<file path="src/rtl/dsi_pixel_unpacker.sv">
// RGB888 payload unpacker: groups of three DSI payload bytes become one 24-bit
// pixel, buffered in a small FIFO that the display timing stage pops.
module dsi_pixel_unpacker #(
  parameter int DEPTH = 16,
  parameter int AW    = 4
) (
  input  logic          clk,
  input  logic          rst,
  input  logic          sof,
  input  logic          byte_valid,
  input  logic [7:0]    byte_data,
  output logic          byte_ready,
  input  logic          pix_rd,
  output logic [23:0]   pixel_data,
  output logic          pixel_valid,
  output logic [AW:0]   fifo_level,
  output logic          overflow,
  output logic          underflow
);

  localparam logic [AW:0] FULL_LEVEL = (AW + 1)'(DEPTH);

  typedef enum logic [1:0] {
    PH_R = 2'd0,
    PH_G = 2'd1,
    PH_B = 2'd2
  } phase_e;

  phase_e        phase_q, phase_d;
  logic [7:0]    hold_r, hold_g;
  logic [23:0]   mem [DEPTH];
  logic [AW-1:0] wptr, rptr;
  logic [AW:0]   count;
  logic          fifo_empty;
  logic          accept;
  logic          wr_en;
  logic          rd_en;

  // byte_ready uses the count before any same-cycle sof flush.
  assign byte_ready = (count != FULL_LEVEL);
  assign fifo_empty = (count == '0);
  assign accept     = byte_valid && byte_ready;
  assign wr_en      = accept && (phase_q == PH_B) && !sof;
  assign rd_en      = pix_rd && !fifo_empty && !sof;
  assign fifo_level = count;

  // NOTE: always_comb assigns every output a default first so no latch is inferred.
  always_comb begin
    phase_d = phase_q;
    if (sof) begin
      phase_d = accept ? PH_G : PH_R;
    end else if (accept) begin
      case (phase_q)
        PH_R:    phase_d = PH_G;
        PH_G:    phase_d = PH_B;
        default: phase_d = PH_R;
      endcase
    end
  end

  // NOTE: sequential state uses non-blocking assignments so every register samples pre-edge values.
  always_ff @(posedge clk) begin
    if (rst) begin
      phase_q <= PH_R;
    end else begin
      phase_q <= phase_d;
    end
  end

  // A byte arriving with sof is the red byte of the new frame.
  always_ff @(posedge clk) begin
    if (rst) begin
      hold_r <= '0;
      hold_g <= '0;
    end else if (accept) begin
      if (sof || phase_q == PH_R) begin
        hold_r <= byte_data;
      end else if (phase_q == PH_G) begin
        hold_g <= byte_data;
      end
    end
  end

  // NOTE: the storage array has no reset; pointers and count define which entries are valid.
  always_ff @(posedge clk) begin
    if (wr_en) begin
      mem[wptr] <= {hold_r, hold_g, byte_data};
    end
  end

  always_ff @(posedge clk) begin
    if (rst || sof) begin
      wptr  <= '0;
      rptr  <= '0;
      count <= '0;
    end else begin
      if (wr_en) begin
        wptr <= wptr + 1'b1;
      end
      if (rd_en) begin
        rptr <= rptr + 1'b1;
      end
      case ({wr_en, rd_en})
        2'b10:   count <= count + 1'b1;
        2'b01:   count <= count - 1'b1;
        default: count <= count;
      endcase
    end
  end

  // Empty pops and pops swallowed by sof drive black; otherwise data holds.
  always_ff @(posedge clk) begin
    if (rst) begin
      pixel_data  <= '0;
      pixel_valid <= 1'b0;
    end else begin
      pixel_valid <= rd_en;
      if (rd_en) begin
        pixel_data <= mem[rptr];
      end else if (pix_rd) begin
        pixel_data <= '0;
      end
    end
  end

  always_ff @(posedge clk) begin
    if (rst) begin
      overflow  <= 1'b0;
      underflow <= 1'b0;
    end else begin
      if (byte_valid && !byte_ready) begin
        overflow <= 1'b1;
      end
      if (pix_rd && fifo_empty && !sof) begin
        underflow <= 1'b1;
      end
    end
  end

endmodule

</file>
<file path="config.mk">
export PLATFORM = sky130hd
export DESIGN_NAME = dsi_pixel_unpacker
export DESIGN_NICKNAME = d
export VERILOG_FILES = /design/src/rtl/dsi_pixel_unpacker.sv
export SDC_FILE = /design/constraint.sdc
export NUM_CORES = 1
export LEC_CHECK = 0
export CAP_MARGIN = 20
export CORE_ASPECT_RATIO = 1.1
export CORE_MARGIN = 3
export CORE_UTILIZATION = 55
export DETAILED_ROUTE_END_ITERATION = 12
export PLACE_DENSITY = 0.72
export SLEW_MARGIN = 20
export SYNTH_ARGS = -nofsm -noshare
export SYNTH_HDL_FRONTEND = slang
export SYNTH_SLANG_ARGS = --single-unit
export TNS_END_PERCENT = 10
</file>
<file path="constraint.sdc">
create_clock -name clk -period 9.7 [get_ports clk]
set_input_delay 2.91 -clock clk [delete_from_list [all_inputs] [get_ports clk]]
set_output_delay 2.91 -clock clk [all_outputs]
set_load 0.05 [all_outputs]
</file>
## Word level (Yosys, flattened, before mapping)

Memory sizes are Yosys's and may differ from the RTL's. A register that Yosys moved wholly into a read port is not among the register bits.
Cells that the tools add are included.

| word-level totals | value |
|---|---|
| bits in registers | 58 |
| bits in writable memories | 384 |
| bits of input ports | 13 |
| output and inout bits | 33 |
| logic and storage cells | 52 |
| memories | 1 |

Memory list:

| name | words | width | read ports | clocked after Yosys merged registers in | wr ports | RTL line | text |
|---|---|---|---|---|---|---|---|
| mem | 16 | 24 | 1 | 1 | 1 | 31 | `logic [23:0] mem [DEPTH];` |

| operators by class | value |
|---|---|
| add/subtract/negate cells | 4 |
| equal/unequal tests | 5 |
| mux-type cells | 11 |
| bitwise gates (word level) | 1 |
| reductions and logical operators | 20 |

Operators with widths:

| cell | count |
|---|---|
| $mux W24 | 2 |
| $pmux W5 S2 | 1 |
| $add A4 B1 Y4 const B | 2 |
| $logic_and A1 B1 Y1 | 8 |
| $mux W4 | 2 |
| $reduce_bool A2 Y1 | 3 |
| $add A5 B1 Y5 const B | 1 |
| $logic_not A5 Y1 | 1 |
| $ne A5 B5 Y1 const B | 1 |
| $sub A5 B1 Y5 const B | 1 |
| $eq A2 B1 Y1 const B | 2 |
| $eq A2 B2 Y1 const B | 2 |
| $mux W2 | 2 |
| $pmux W2 S2 | 1 |
| $logic_not A1 Y1 | 3 |
| $mux W1 | 3 |
| $reduce_and A3 Y1 | 1 |
| $logic_not A2 Y1 | 1 |
| $logic_or A1 B1 Y1 | 2 |
| $reduce_and A2 Y1 | 1 |
| $not A1 Y1 | 1 |

## Logic depth before layout (Yosys ltp)

| logic depth | value |
|---|---|
| word-level depth | 6 |
| gate-level depth with buffers | 13 |

## Worst setup path before layout

No wires, ideal clock.

| path | value |
|---|---|
| path type | input -> register |
| start point | in sof |
| end point | mem mem[0][0], enable pin |
| arrival | 5262 ps |
| required time | 9265 ps |
| setup slack | 4003 ps |
| stages | 4 |
| cell sequence | nor3b_1 -> o211a_1 -> nand2_1 -> nor3_1 |

| between the ends | value |
|---|---|
| cells in the longest elaborated chain, start to end | 4 |

Ends and longest elaborated chain:

| element | RTL line | text |
|---|---|---|
| from (decl) | 9 | `input logic sof,` |
| $logic_not A1 Y1 | 43 | `assign wr_en = accept && (phase_q == PH_B) && !sof;` |
| $logic_and A1 B1 Y1 | 43 |  |
| $mux W1 | 86 | `if (wr_en) begin` |
| $mux W1 (implied by the code) | 87 | `mem[wptr] <= {hold_r, hold_g, byte_data};` |
| to (decl) | 31 |  |

Every way passes these cells.

## Worst setup path in the final report

| path | value |
|---|---|
| start point | in sof |
| end point | mem mem[9][3], enable pin |

Same word-level chain as after synthesis.

==> flow_summary.yaml <==
sta:
  finalMaxSlewViolations: 0
  finalSetupViolCount: 0
  finClkSkew_ns: 0.0147
  hold_violations: 0
  worstMarginPinSlew_ns: 1.02
  fin_crit_ns: 5.42
  fin_crit_sh_pct: 55.9
  rsz0062_at_grt: "false"
  max_slew_margin_pct: 31.9
  timing.setup.tns_ns: 0
  clock.fmax_ghz: 0.184
  fin_hold_ws_ns: 0.462
routing:
  via_count: 8918
  first_pass_iters: 5
  wl_um: 35200
  remaining_drc_errors: 0
  dr.first_iter.drc_count: 744
  avgViaCountPerCell: 5.97
  drt.antenna.violating_nets: 0
  routedWlPerCell_um: 23.6
cts:
  ctsHoldBuffers: 0
  cts-root-buf: "clkbuf_16"
  path_clk_slew_ns: 0.06
  insertion_delay_ns: 0.54
  clock-sinks: 446
  cts_tree: "done"
  cts_buffer_depth: 3
  ctsResizeCount: 0
  cts-buffers-inserted: 44
  htreeDepth: 2
  post_cts_buffers: 0
finish:
  final_common_cell: "edfxtp_1"
  drive_gt1_share_pct: 15.4
  syn_to_final_growth_pct: 14.3
  antenna_cells: 0
  final_cell_mix: "edfxtp_1 (384), mux2i_1 (140), dfxtp_1 (58)"
  fin_nets: 1067
critical_path:
  worstPathRequired_ns: 9.92
  end_kind: "flop"
  start_kind: "input port"
  path_class: "input port to flop"
  critPathMaxFanout: 13
  arrival_ns: 5.64
  crit_start: "sof"
power:
  p_per_area_nw_per_um2: 196
  vdd.ir_drop.worst_mv: 0.145
  leakage_uw: 0.00636
  design_power_total_uw: 3870
placed_design:
  portBuffers: 45
  dp_hpwl_um: 20600
  gp_congestion: 0.768
outcome:
  outcome: "finished, final reports clean"
global_routing:
  antenna_found_initial: 0
  grt_util_met2_pct: 35.2
  grt_pass1_wl_um: 54200
  track_usage_pct: 21.2
  grt_pass1_vias: 9132
  use_met1_pct: 29.7
  overflow: 0
  grt.busiest_layer: "met2"
  use_met3_pct: 3.36
  grt_max_degree: 59
logic_synthesis:
  async_flop_share_pct: 0
  synthCells: 989
  synth_enable_flop_cells: 384
  synthFlopType: "edfxtp_1"
  synth_area_um2: 17200
  ys_types: 45
  synth_seq_cells: 446
  syn_nets: 1010
  syn_avg_cell_area_um2: 17.4
  yosysWarnings: 0
  synth_seq_area_share_pct: 74.1
min_path:
  worstHoldPathType: "flop to flop"
  hp-start: "pixel_data[17]$_SDFFE_PP0P_"
job:
  drv_cap: 0
die:
  io_pins: 46
  fp.coreArea_um2: 30700
  die_h_um: 192
  initial_core_util_pct: 56.2
  die_width_um: 175
  die_area_um2: 33500
  num_rows: 67
==> Yosys cell counts, types with 2 or more instances <==
cell type	n	area, µm²
edfxtp_1	384	11500
mux2i_1	140	1400
nor2_1	66	248
dfxtp_1	62	1240
mux4_2	48	1080
nand2_1	36	135
a21oi_1	30	150
clkbuf_1	30	113
nor3_1	28	140
o22ai_1	25	156
and3_1	24	150
o41ai_1	24	210
buf_2	18	90.1
ha_1	8	100
xor2_1	6	52.6
buf_4	5	37.5
nand2b_1	5	31.3
a31oi_1	4	25.0
inv_1	4	15.0
buf_1	3	11.3
nor3b_1	3	22.5
o21ai_0	3	15.0
or3_1	3	18.8
xnor2_1	3	26.3
a22oi_1	2	15.0
buf_6	2	22.5
inv_2	2	7.51
nand3_1	2	10.0
nand3b_1	2	15.0
or2_2	2	12.5
==> final cells by class <==
class | count | area, µm²
fillers | 2214 | 11000
well taps | 414 | 518
repair buffers | 69 | 626
inverters | 6 | 22.5
multi-input cells | 479 | 4270
clock inverters | 19 | 285
clock buffers | 62 | 1200
flip-flops and latches | 446 | 12800
==> registers in the layout, indices dropped and copies added (netlist names), named ones only <==
name	count
rptr	4
overflow	1
hold_r	8
phase_q	2
fifo_level	5
hold_g	8
pixel_data	24
wptr	4
pixel_valid	1
underflow	1
mem	384
==> worst paths after layout <==
check | cells after the start | to | slack (ns)
worst max-delay path | 6 | mem[9][3]$_DFFE_PP_ | 4.28
worst min register to register | 2 | pixel_data[17]$_SDFFE_PP0P_ | 0.46
worst min-delay path | 2 | pixel_data[17]$_SDFFE_PP0P_ | 0.46
worst max register to register | 6 | pixel_data[1]$_SDFFE_PP0P_ | 6.45
==> through the flow <==
step | util (%) | area [µm²] | setup slack, ns | instances
after detailed placement | 59.4 | 18200 | 3.81 | 1414
after global routing | 64.2 | 19700 | 4.19 | 1495
after floorplan | - | 17200 | 4.00 | 989
final | 64.2 | 19700 | 4.28 | 1495
after global placement | 59.4 | 18200 | 3.94 | 1414
after CTS | 64.2 | 19700 | 4.36 | 1495
==> critical path: stages <==
cell and delay (ns):
clkdlybuf4s50_1 0.54, nor3b_1 0.37, o211a_1 0.35, nand2_1 0.25, nor2_2 0.83, buf_4 0.39
==> where the power goes <==
| group | leakage, µW | switching, µW | internal [µW] |
|---|---|---|---|
| clock network | 0.000725 | 689 | 1050 |
| registers | 0.00415 | 13.5 | 2080 |
| logic | 0.00149 | 23.4 | 10.6 |
| total | 0.00636 | 726 | 3140 |
==> cells by family (layout without fill, tap and decap cells) <==
group	after synthesis	after routing	share of synthesized area, %
flip-flops	446	446	74.1
multiplexers	188	188	14.4
AND/OR/NAND/NOR	177	177	4.83
AO/OA/AOI/OAI	97	97	3.91
buffers and inverters	64	156	1.72
XOR/XNOR	9	9	0.457
adder cells (fa/ha/maj)	8	8	0.581
==> routing by layer <==
metal | part of all wire (%) | vias to the layer above | wire, µm
met5 | 0 | - | 0
met4 | 2.4 | 0 | 854
li1 | - | 4019 | -
met3 | 5.6 | 69 | 1970
met2 | 48 | 278 | 17100
met1 | 44 | 4552 | 15400
No activity file was read; power rests on OpenSTA's default activity.
